$ cat src/rtl/pcie_tx_lane_sched.sv
// TX beat scheduler ahead of the 128-bit PHY byte striper.
// Picks SKP, DLLP, TLP or idle at packet boundaries and registers the chosen beat.
module pcie_tx_lane_sched #(
  parameter int unsigned DATA_WIDTH     = 128,
  parameter int unsigned SKP_INTERVAL   = 1180,
  parameter int unsigned DLLP_BURST_MAX = 4
) (
  input  logic                  clk,
  input  logic                  reset_n,
  input  logic                  link_up,
  input  logic                  tlp_valid,
  input  logic [DATA_WIDTH-1:0] tlp_data,
  input  logic                  tlp_last,
  output logic                  tlp_ready,
  input  logic                  dllp_valid,
  input  logic [DATA_WIDTH-1:0] dllp_data,
  output logic                  dllp_ready,
  output logic [DATA_WIDTH-1:0] stripe_data,
  output logic                  stripe_valid,
  output logic [1:0]            stripe_kind,
  output logic                  tx_underrun
);

  localparam int unsigned CNT_W   = $clog2(SKP_INTERVAL);
  localparam int unsigned BURST_W = $clog2(DLLP_BURST_MAX + 1);
  localparam logic [CNT_W-1:0]      SKP_LAST  = CNT_W'(SKP_INTERVAL - 1);
  localparam logic [BURST_W-1:0]    BURST_MAX = BURST_W'(DLLP_BURST_MAX);
  localparam logic [DATA_WIDTH-1:0] SKP_BEAT  = {(DATA_WIDTH / 32){32'h1C1C1CBC}};

  localparam logic [1:0] KIND_IDLE = 2'b00;
  localparam logic [1:0] KIND_TLP  = 2'b01;
  localparam logic [1:0] KIND_DLLP = 2'b10;
  localparam logic [1:0] KIND_SKP  = 2'b11;

  typedef enum logic {ARB, TLP_BUSY} state_t;

  state_t                state_q, state_d;
  logic [CNT_W-1:0]      skp_cnt_q, skp_cnt_d;
  logic                  skp_pending_q, skp_pending_d;
  logic [BURST_W-1:0]    burst_q, burst_d;
  logic [1:0]            kind_d;
  logic [DATA_WIDTH-1:0] data_d;
  logic                  underrun_d;
  logic                  skp_wrap;
  logic                  skp_taken;

  // Arbitration: readies are combinational, everything else is the next registered value.
  always_comb begin
    state_d    = state_q;
    burst_d    = burst_q;
    kind_d     = KIND_IDLE;
    data_d     = '0;
    underrun_d = tx_underrun;
    tlp_ready  = 1'b0;
    dllp_ready = 1'b0;
    skp_taken  = 1'b0;
    skp_wrap   = (skp_cnt_q == SKP_LAST);

    if (!link_up) begin
      state_d = ARB;
      burst_d = '0;
      if (state_q == TLP_BUSY) underrun_d = 1'b1;
    end else if (state_q == TLP_BUSY) begin
      tlp_ready = reset_n;
      if (tlp_valid) begin
        kind_d = KIND_TLP;
        data_d = tlp_data;
        if (tlp_last) state_d = ARB;
      end else begin
        underrun_d = 1'b1;
      end
    end else begin
      if (skp_pending_q) begin
        kind_d    = KIND_SKP;
        data_d    = SKP_BEAT;
        skp_taken = 1'b1;
      end else if (dllp_valid && !(burst_q == BURST_MAX && tlp_valid)) begin
        dllp_ready = reset_n;
        kind_d     = KIND_DLLP;
        data_d     = dllp_data;
        if (tlp_valid && burst_q != BURST_MAX) burst_d = burst_q + BURST_W'(1);
      end else if (tlp_valid) begin
        tlp_ready = reset_n;
        kind_d    = KIND_TLP;
        data_d    = tlp_data;
        burst_d   = '0;
        if (!tlp_last) state_d = TLP_BUSY;
      end
      if (!tlp_valid) burst_d = '0;
    end

    // A wrap coinciding with a SKP emission keeps one SKP pending.
    if (!link_up) begin
      skp_cnt_d     = '0;
      skp_pending_d = 1'b0;
    end else begin
      skp_cnt_d     = skp_wrap ? '0 : skp_cnt_q + CNT_W'(1);
      skp_pending_d = skp_wrap || (skp_pending_q && !skp_taken);
    end
  end

  always_ff @(posedge clk or negedge reset_n) begin
    if (!reset_n) begin
      state_q       <= ARB;
      skp_cnt_q     <= '0;
      skp_pending_q <= 1'b0;
      burst_q       <= '0;
      stripe_data   <= '0;
      stripe_valid  <= 1'b0;
      stripe_kind   <= KIND_IDLE;
      tx_underrun   <= 1'b0;
    end else begin
      state_q       <= state_d;
      skp_cnt_q     <= skp_cnt_d;
      skp_pending_q <= skp_pending_d;
      burst_q       <= burst_d;
      stripe_data   <= data_d;
      stripe_valid  <= (kind_d != KIND_IDLE);
      stripe_kind   <= kind_d;
      tx_underrun   <= underrun_d;
    end
  end

endmodule

$ cat config.mk
export PLATFORM = sky130hd
export DESIGN_NAME = pcie_tx_lane_sched
export DESIGN_NICKNAME = d
export VERILOG_FILES = /design/src/rtl/pcie_tx_lane_sched.sv
export SDC_FILE = /design/constraint.sdc
export NUM_CORES = 1
export LEC_CHECK = 0
export ABC_AREA = 1
export CELL_PAD_IN_SITES_DETAIL_PLACEMENT = 0
export CELL_PAD_IN_SITES_GLOBAL_PLACEMENT = 1
export CORE_UTILIZATION = 28
export CTS_CLUSTER_DIAMETER = 200
export DETAILED_ROUTE_END_ITERATION = 6
export GPL_ROUTABILITY_DRIVEN = 0
export PLACE_DENSITY = 0.92
export SLEW_MARGIN = 10
export SYNTH_ARGS = -nofsm -noshare
export SYNTH_HDL_FRONTEND = slang
export SYNTH_SLANG_ARGS = --single-unit
$ cat constraint.sdc
create_clock -name clk -period 2.8 [get_ports clk]
set_clock_uncertainty 0.05 [all_clocks]
set_input_delay 0.28 -clock clk [delete_from_list [all_inputs] [get_ports clk]]
set_output_delay 0.28 -clock clk [all_outputs]
set_load 0.005 [all_outputs]
---- Word-level counts from Yosys, hierarchy flattened ----
Cells that the tools add are included.
storage, ports and cells
  register bits ........................... 148
  input port bits ......................... 262
  output and inout port bits .............. 134
cells by class
  add/subtract/negate cells ............... 2
  eq/ne operators ......................... 7
  mux-type cells .......................... 42
  reduce and logical (&&, ||, !) cells .... 10
operator list
  kind                   count
  $mux 128               5
  $mux 1                 25
  $mux 11                2
  $mux 3                 6
  $add 11x1->11 const B  1
  $eq 11x11->1 const B   1
  $mux 2                 4
  $ne 3x3->1 const B     2
  $logic_and 1x1->1      4
  $ne 2x2->1 const B     2
  $ne 4x3->1 const B     1
  $add 3x1->3 const B    1
  $eq 3x3->1 const B     1
  $reduce_and 3->1       1
  $logic_not 1->1        2
  $reduce_and 2->1       1
  $reduce_bool 2->1      1
  $logic_or 1x1->1       1

---- Longest topological paths before layout ----
  word-level depth ........................ 9
  depth in mapped cells ................... 10
  gate-level depth less buffers ........... 8

---- Worst setup path before layout ----
Ideal clock, no wire load.
  path type ............................... reg-to-reg
  start ................................... reg burst_q[0]
  end ..................................... reg stripe_data[100]
  library setup time ...................... 0.138 ns
  arrival time ............................ 1.299 ns
  data required time ...................... 2.612 ns
  slack ................................... 1.312 ns
  cell stages (with the launch flop) ...... 11
  buffers on the path ..................... 2
  period minus slack after synthesis ...... 1.488 ns
  path through ............................ dfrtp_1 > inv_1 > ha_1 > nand3_1 > nand3_2 > nand2_2 > inv_2 > buf_6 > buf_4 > nand2_1 > nand3_1
between the ends
  word-level cells in the longest chain between the ends .. 8
ends and longest elaborated chain
  item                    RTL line  RTL
  from (decl)             40        logic [BURST_W-1:0] burst_q, burst_d;
  from (signal assigned)  116       burst_q <= burst_d;
  $eq 3x3->1              77        end else if (dllp_valid && !(burst_q == BURST_MAX && tlp_valid)) begin
  $logic_and 1x1->1       77
  $logic_not 1->1         77
  $logic_and 1x1->1       77
  $mux 128                77
  $mux 128                73        if (skp_pending_q) begin
  $mux 128                63        end else if (state_q == TLP_BUSY) begin
  $mux 128                59        if (!link_up) begin
  net data_d[100]         42        logic [DATA_WIDTH-1:0] data_d;
  to (signal assigned)    117       stripe_data <= data_d;
  to (decl)               18        output logic [DATA_WIDTH-1:0] stripe_data,
The timed path passes the listed nets, and every way through them passes these cells.
A chain may end at the register's enable or synchronous reset.

---- Worst setup path after layout ----
  start ................................... reg burst_q[0]
  end ..................................... out dllp_ready
between the ends
  word-level cells in the longest chain between the ends .. 8
ends and longest elaborated chain
  item               RTL line  RTL
  $eq 3x3->1         77
  $logic_and 1x1->1  77
  $logic_not 1->1    77
  $logic_and 1x1->1  77
  $mux 1             77
  $mux 1             73
  $mux 1             63
  $mux 1             59
  to (decl)          17        output logic dllp_ready,
No other way between the ends.

==> reports/metrics.cfg <==
[floorplan]
die_y_um = 159.9
io_pins = 396
die_area_um2 = 25560
start_util_pct = 28.61
die_w_um = 159.9
core-area_um2 = 24390
num_rows = 57

[cells_and_area]
final_cell_mix = clkdlybuf4s50_1, nand2_1, inv_1
stdcell_area_um2 = 11810
layout-drive-gt1-share_pct = 4.205
final_cells = 1632
layout.nets = 1560
antenna_cells = 0
synthToLayoutAreaGrowth_pct = 69.24
final_common_cell = clkdlybuf4s50_1

[grt]
grt_overflow = 0
grt_max_degree = 149
grt_usage_pct = 18.29
grt_pass1_vias = 6650
grt_pass1_wl_um = 36230
grt_antenna_before_repair = 0

[timing]
slew_headroom_pct = 46.80
setup_viol = 0
rsz0062_at_grt = no
hold_viol = 0
period_needed_ps = 2450
worstMarginPinSlew_ps = 798.1
final.setup.tns_ps = 0
final_max_slew_viol_count = 0
fin_crit_sh_pct = 87.51
max_freq_mhz = 408.1

[detailed_routing]
drtIter0Drc = 476
drc = 0
viasPerCell = 4.184
wl_per_cell_um = 14.11
postRouteWirelength_um = 23030
detail_route.first_pass.iterations = 4
antenna_left = 0
vias = 6828

[min_path]
hold_class = in -> reg
min_to = stripe_data[76]
worstHoldPathCells = 3
min_from = tlp_data[76]

[setup_path]
rr_worst_depth = 9
slowest_delay_ps = 590
cp_slowest_cell = clkdlybuf4s50_1
crit_type = reg -> out
critPathLaunchType = flip-flop
endpoint_kind = primary output
crit_chain = inv_1 -> ha_1 -> nand3_1 -> nand3_2 -> nor4_1 -> clkdlybuf4s50_1
r2r-end = stripe_data[0]
required_ps = 2470
reg2reg_from = burst_q[0]
regToRegSetupSlack_ps = 960
arrival_ps = 2120
crit_fanout = 5

[cts]
cts_max_level = 4
post_cts_buffers = 0
cts_tree = built
insertion_delay_ps = 420
cts-resized-gates = 0
holdBufCountCts = 1
cts_buffer_depth = 2
cts.sinks = 148
cts.clk_slew.worst_paths_ps = 70
cts_root_buffer = clkbuf_16
cts_buffers = 17

[job]
maxCapViolations = 0

[power_and_ir_drop]
power_density_nw_per_um2 = 472.0
vdd_drop_max_mv = 0.2336
leakage_nw = 6.150
fin_total_pwr_w = 0.005575

[logic_synthesis]
yosysSeqAreaShare_pct = 53.07
synth.cell_area_um2 = 6979
postSynthCellCount = 916
ys_types = 29
yosys_warnings = 0
synth_area_per_cell_um2 = 7.619
synth_fp_nets = 1181
ys_ff_latch = 148

[place]
placed_cells = 1599
post-dp-hpwl_um = 16580
portBuffers = 395
placed_cell_area_um2 = 11260

[run_status]
status = completed

-- synthesized netlist by cell type --
library cell	instances	area share, %
xnor2_1	2	0.25
nand3b_1	1	0.11
nand2_2	2	0.18
a21oi_1	1	0.072
o21ai_0	6	0.43
o22ai_1	1	0.090
nand3_1	67	4.8
ha_1	3	0.54
o21ai_1	69	4.9
o211ai_1	1	0.11
nor3_1	1	0.072
nand4_1	3	0.27
buf_6	3	0.48
inv_1	167	9.0
buf_2	20	1.4
dfrtp_1	148	53
a21oi_2	1	0.13
clkbuf_1	11	0.59
inv_2	2	0.11
nand3_2	1	0.14
nor2_2	1	0.090
nand2_4	1	0.16
buf_4	15	1.6
nand2_1	284	15
nor4_1	1	0.090
o21bai_1	1	0.11
and2_1	1	0.090
xor2_1	4	0.50
nor2_1	98	5.3
-- report_power, final --
group          leakage, nW  switching (W)  internal, W
logic                 3.95       0.000414     0.000678
registers             1.94      0.0000443      0.00228
clock network        0.258       0.000999      0.00116
-- state kept, by name, indices dropped and copies added, names as in the netlist --
| signal | cells |
|---|---|
| skp_cnt_q | 11 |
| stripe_kind | 2 |
| stripe_valid | 1 |
| tx_underrun | 1 |
| skp_pending_q | 1 |
| state_q | 1 |
| burst_q | 3 |
| stripe_data | 128 |
-- per-layer routing --
metal | wire, um | vias to the layer above | track usage [%] | share of wire (%)
met3 | 1939 | 25 | 5.740 | 8.4
li1 | - | 3473 | - | -
met5 | 0 | - | 0 | 0
met1 | 9158 | 3070 | 21.09 | 40
met4 | 433 | 0 | 5.887 | 1.9
met2 | 11500 | 260 | 32.14 | 50
-- critical path, delay by kind of cell (launching register included) --
| kind | cells | cell delay [ps] |
|---|---|---|
| flip-flops | 1 | 350 |
| adder cells (fa/ha/maj) | 1 | 200 |
| AND/OR/NAND/NOR | 3 | 480 |
| buffers and inverters | 2 | 660 |
-- cell families after synthesis --
group,after synthesis,share of synthesized area (%)
xor gates and xnor gates,6,0.7530
adders and majority gates,3,0.5379
and+or+nand+nor,461,26.55
AOI/OAI and AO/OA,80,5.880
DFF,148,53.07
buffers and inverters,218,13.21
-- layout make-up --
class                      count  area (um2)
fill                        2390       12580
timing repair buffer         409        4163
sequential                   148        3704
multi-input combinational    550        2361
inverter                     169       634.4
clock buffer                  18       429.2
tap                          324       405.4
clock inverter                14       115.1
-- worst max-delay path by stage --
stage	slack, ps	end	start	depth (start not counted)
floorplan	1310	stripe_data[100]	burst_q[0]	10
global placement	520	tlp_ready	link_up	6
detailed placement	520	tlp_ready	link_up	6
CTS	330	dllp_ready	burst_q[0]	6
global route	180	tlp_ready	burst_q[0]	7
finish	350	dllp_ready	burst_q[0]	6
-- metrics by stage --
step | worst slack [ps] | utilization [%] | hold slack (ps)
finish | 349.6 | 48.43 | 363.0
global route | 184.4 | 48.43 | 347.9
CTS | 328.2 | 48.43 | 340.2
detailed placement | 521.8 | 46.15 | 404.9
global placement | 516.9 | 46.15 | 392.9
floorplan | 1312 | - | -65.59
(Power assumes the default switching activity.)
